`src/rtl/word_byte_serializer_pkg.sv`:
```
// word_byte_serializer_pkg: state encoding, datapath widths and the byte-select helper
// shared by the word-to-byte serializer.
package word_byte_serializer_pkg;

    localparam int BYTE_W = 8;
    localparam int WORD_W = 16;

    // 2'd3 is never produced and falls back to IDLE in the FSM
    typedef enum logic [1:0] {
        IDLE   = 2'd0,
        FIRST  = 2'd1,
        SECOND = 2'd2
    } state_e;

    function automatic logic [BYTE_W-1:0] pick_byte(input logic [WORD_W-1:0] w, input logic hi);
        return hi ? w[WORD_W-1:BYTE_W] : w[BYTE_W-1:0];
    endfunction

endpackage

```
`src/rtl/word_byte_serializer.sv`:
```
// word_byte_serializer: takes one 16-bit word per handshake and emits its two bytes
// back-to-back on an 8-bit valid/ready stream, counting completed words.
module word_byte_serializer
    import word_byte_serializer_pkg::*;
#(
    parameter bit LOW_FIRST = 1'b1,
    parameter int CNT_W     = 8
) (
    input  logic              clk,
    input  logic              rst_n,
    input  logic              in_valid,
    output logic              in_ready,
    input  logic [WORD_W-1:0] in_word,
    output logic              out_valid,
    input  logic              out_ready,
    output logic [BYTE_W-1:0] out_byte,
    output logic              out_last,
    output logic [CNT_W-1:0]  word_cnt
);

    state_e            state_q;
    logic [WORD_W-1:0] word_q;
    logic [BYTE_W-1:0] byte_q;
    logic              last_q;
    logic              valid_q;
    logic [CNT_W-1:0]  cnt_q;
    logic              done;
    logic              load;

    // in_ready is the only combinational path: a word may enter on the same edge the second byte leaves
    assign done     = (state_q == SECOND) && out_ready;
    assign in_ready = (state_q == IDLE) || done;
    assign load     = in_valid && in_ready;

    always_ff @(posedge clk) begin
        if (!rst_n) begin
            state_q <= IDLE;
            word_q  <= '0;
            byte_q  <= '0;
            last_q  <= 1'b0;
            valid_q <= 1'b0;
            cnt_q   <= '0;
        end else begin
            if (done)
                cnt_q <= cnt_q + CNT_W'(1);
            if (load) begin
                state_q <= FIRST;
                word_q  <= in_word;
                byte_q  <= pick_byte(in_word, !LOW_FIRST);
                last_q  <= 1'b0;
                valid_q <= 1'b1;
            end else if (state_q == FIRST && out_ready) begin
                state_q <= SECOND;
                byte_q  <= pick_byte(word_q, LOW_FIRST);
                last_q  <= 1'b1;
            end else if (done || !(state_q inside {IDLE, FIRST, SECOND})) begin
                state_q <= IDLE;
                last_q  <= 1'b0;
                valid_q <= 1'b0;
            end
        end
    end

    assign out_valid = valid_q;
    assign out_byte  = byte_q;
    assign out_last  = last_q;
    assign word_cnt  = cnt_q;

endmodule

```
`config.mk`:
```
export PLATFORM = sky130hd
export DESIGN_NAME = word_byte_serializer
export DESIGN_NICKNAME = d
export VERILOG_FILES = /design/src/rtl/word_byte_serializer_pkg.sv /design/src/rtl/word_byte_serializer.sv
export SDC_FILE = /design/constraint.sdc
export NUM_CORES = 1
export LEC_CHECK = 0
export CAP_MARGIN = 20
export CORE_MARGIN = 5
export CORE_UTILIZATION = 48
export DETAILED_ROUTE_END_ITERATION = 12
export PLACE_DENSITY = 0.85
export SYNTH_ARGS = -nofsm -noshare
export SYNTH_HDL_FRONTEND = slang
export SYNTH_SLANG_ARGS = --single-unit
export TNS_END_PERCENT = 10
```
`constraint.sdc`:
```
create_clock -name clk -period 4 [get_ports clk]
set_input_delay 0.8 -clock clk [delete_from_list [all_inputs] [get_ports clk]]
set_output_delay 0.8 -clock clk [all_outputs]
set_load 0.1 [all_outputs]
```
Yosys cells after proc, flatten, opt, wreduce, memory -nomap -nowiden
Cells that the tools add are included.
- bits of input ports: 20
- register bits: 36
- word-level logic and storage cells: 35
- output and inout bits: 19
- reduce and logical (&&, ||, !) cells: 14
- equal/unequal tests: 3
- multiplexer cells: 9
- bitwise gates (word level): 1
- add/sub/neg operators: 1
- operators by type and width (kind ; number):
    8-bit two-way mux ; 2
    8-bit by 1-bit adder with 8-bit output (second input constant) ; 1
    2-bit nonzero test ; 3
    3-bit nonzero test ; 2
    1-bit two-way mux ; 5
    2-bit two-way mux ; 2
    1-bit logical AND ; 3
    2-bit by 1-bit equality test with 1-bit output (second input constant) ; 1
    2-bit equality test (second input constant) ; 1
    2-bit logical NOT ; 1
    1-bit logical OR ; 2
    2-bit != test (second input constant) ; 1
    2-bit AND reduction ; 1
    2-bit OR reduction ; 1
    1-bit logical NOT ; 1
    1-bit NOT ; 1

Logic depth before layout (Yosys ltp)
- depth after elaboration: 7
- depth in mapped cells: 6
- mapped depth without buffers: 4

Least setup slack after synthesis
OpenSTA, ideal clock, no wires.
- path type: input to output
- start: input port out_ready
- end: output port in_ready
- arrival: 2.587 ns
- required time: 3.200 ns
- stages: 5
- path buffers: 3
- setup slack: 0.613 ns
- path through: buf_2 -> nor2b_1 -> buf_2 -> buf_4 -> nor2_1
- cells in the longest elaborated chain, start to end: 2
- ends and longest elaborated chain (what ; RTL line ; source):
    start: declaration ; word_byte_serializer.sv:15 ; input logic out_ready,
    1-bit logical AND ; word_byte_serializer.sv:31 ; assign done = (state_q == SECOND) && out_ready;
    1-bit logical OR ; word_byte_serializer.sv:32 ; assign in_ready = (state_q == IDLE) || done;
    end: declaration ; word_byte_serializer.sv:12 ; output logic in_ready,
No other way between the ends.

Final worst setup path
Ends and elaborated chain as after synthesis.

==> impl_results.md <==
- Fin util: about two thirds
- 1st-pass router iterations: 4
- Global-route wire length before repair: just over 5 mm
- CTS tree: built
- Metal-1 WL: about 1.3 mm
- RSZ-0062 raised after global routing: false
- Routed Wire Length: between 3 and 4 mm
- CTS Buf Count: 3
- Slowest Stage Delay on Critical Path: ~630 ps
- Hold/Removal Path Class: flop to flop
- Final hold violation count: 0
- Distinct cells, synth: 32
- Filler Cells Inserted: between 200 and 250
- Reg clk slew, reported paths: about 140 ps
- Post-synth top area share: 44.3%
- GRT Util Overall: 18.5%
- Ant diodes: 0
- Reg2reg path depth: 3
- Critical path capture point type: output pin
- Worst Path Buf+Inv: 3
- Residual DRC: 0
- Core Region: between 2000 and 2500 sq um
- Vias per inst: 5.75
- Post-route setup slack: 1070 ps
- Slowest CP cell: clkdlybuf4s50_1
- WL met2: 1.50 mm
- Min-delay src: word_cnt[7]
- Root Buffer: clkbuf_4
- Post-synthesis sequential area ratio: between 40% and 50%
- Cell taking the most area after synthesis: dfxtp_1
- R2R setup slack: between 2000 and 2500 ps
- WS Path Type: input pin to output pin
- Crit path launch type: input pin
- Rows: 18
- Final Cycle Share: between 70 and 80%
- Synthesized Nets: roughly 160
- Max Freq: about 340 MHz
- Routability Congestion: about 0.85
- Via Count: around 1200
- Setup Buffers After CTS: 0
- Asr flop ratio synth: 0%
- Initial DRC Count: 22
- Worst-Margin Slew: between 900 and 1000 ps
- Hold endpoint: word_cnt[7]
- Yosys reg bits: 27
- Highest routed layer: met4
- Critical Path AT: around 2100 ps
- Number of global-route vias before repair: between 1000 and 1500
- Power Density: 356 nW/um^2
- Setup violators final: 0
- Initial Utilization: just under 50%
- Critical path, cell by cell: clkdlybuf4s50_1 > nor2b_1 > buf_4 > nor2_1 > buf_12
- Top post-synthesis cells by area: dfxtp_1 (44%), nand2_1 (6.5%), o31ai_1 (6.2%), a21oi_1 (5.7%), o41ai_1 (5.7%)
- Clock H-tree levels: 1
- Multi-input gate area: roughly 600 sq um
- Total gr overflow: 0
- Dominant synthesized flop cell: dfxtp_1
- Die Wd: around 60 microns
- Ys Warns: 0
- Mapped Area: between 1000 and 1500 sq um
- Max cap viols: 0
- Worst-path fanout max: 19
- RR Endpoint: out_byte[7]
- CTS Sinks: 27
- DR WL met3: approximately 160 microns
- Post-CTS sizing: 0
- FF-to-FF Start: state_q[0]
- Syn avg cell area: between 8 and 9 sq um
- Clock Latency Late Sink: 330 ps
- Synth Instances: approximately 140
- Clk_skew: between 5 and 6 ps
- # port buffers: 38
- Number of flops mapped to enable cells by yosys: 0
- Worst Hold Depth: 2
- Largest net degree at the start of global routing: 26
- Die H: 60.4 microns
- HPWL Detailed: around 2.2 mm
- Antenna violations before repair: 0
- Placement Setup Slack: 1090 ps
- Share of cells above drive strength 1: roughly 4.6%
- Layout area overhead: 33.0%
- Register area: between 500 and 600 sq um
- Slew headroom: 34.5%
- Setup TNS: 0 ps
- Worst EP required: around 3200 ps
- Max Slew Vio Count: 0
- Drt wl/cell: 14.8 microns
- Crit path time final: 2930 ps
- Status: finished, final reports clean
- Antenna violation net count after detailed routing: 0
- CP top delay family: buffers and inverters
- Die ar.: between 3000 and 4000 sq um
- Num ports: 39
- Worst vdd ir: 289 uV
- Hold_buf cts: 0
- CTS max path bufs: 2
- Power Total: between 0.5 and 0.6 mW
- Leak pwr: about 0.57 nW
- Final #Nets: between 150 and 200
power breakdown:
group          switching [mW]  total (mW)  internal, mW  leakage, nW
Clock                  0.0808       0.118        0.0375       0.0177
Combinational           0.111       0.162        0.0508        0.334
Sequential             0.0138       0.298         0.284        0.221
cell families (layout without fill, tap and decap cells):
family	after synthesis	in the layout	synth area share [%]
AOI/OAI and AO/OA	45	45	24.0
adders and majority gates	1	1	1.03
xor gates and xnor gates	2	2	1.44
muxes	2	2	1.64
buffers and inverters	17	48	6.46
DFF	27	27	44.3
and+or+nand+nor	48	48	21.1
final cells by class:
type	instances	share of cell area [%]
sequential	27	33.3
clock buffer	3	1.39
clock inverter	1	0.308
inverter	5	1.16
timing repair buffer	39	24.5
tap	30	2.31
multi-input combinational	98	37.0
tightest hold or removal path, cell delays in order, from the launching register on:
cell,delay (ps)
dfxtp_1,340
nand2_1,60
mux2i_1,50
per-layer routing:
metal,track usage [%],up-vias
li1,-,600
met1,23.2,530
met2,30.4,34
met3,3.83,4
met4,8.67,0
met5,0,-
worst max-delay path by stage:
| stage | start | to | slack (ps) | depth (start not counted) |
|---|---|---|---|---|
| floorplan | out_ready | in_ready | 610 | 5 |
| global placement | out_ready | in_ready | 1100 | 5 |
| detailed placement | out_ready | in_ready | 1090 | 5 |
| CTS | out_ready | in_ready | 1060 | 5 |
| global route | out_ready | in_ready | 990 | 5 |
| finish | out_ready | in_ready | 1070 | 5 |
placed cells by master (no fill, tap or decap), types with 3 or more instances in the layout:
cell and n:
nor2_1 4, a21oi_1 14, a31oi_1 8, o31ai_1 10
dfxtp_1 27, nand4_1 9, nand2_1 21, o41ai_1 8
clkdlybuf4s50_1 37, o21ai_0 4, clkbuf_4 3
stage by stage:
step                cells  hold slack (ps)  area, sq um
global placement      199              451         1600
floorplan             142              448         1220
detailed placement    199              463         1600
global route          203              505         1620
finish                203              480         1620
CTS                   203              483         1620
synth_stat cells (all sizes together) (3+ instances only):
cell    instances
a31oi           8
o21ai           4
o41ai           8
o31ai          10
a21oi          14
clkbuf          6
nor2            4
dfxtp          27
inv             3
buf             6
nand2          21
nand4           9
flip-flops by register name, summed over array words and instances (netlist names):
register,cells
state_q,2
out_byte,8
word_q,8
out_valid,1
word_cnt,8
Power figures use the tool's default switching activity.
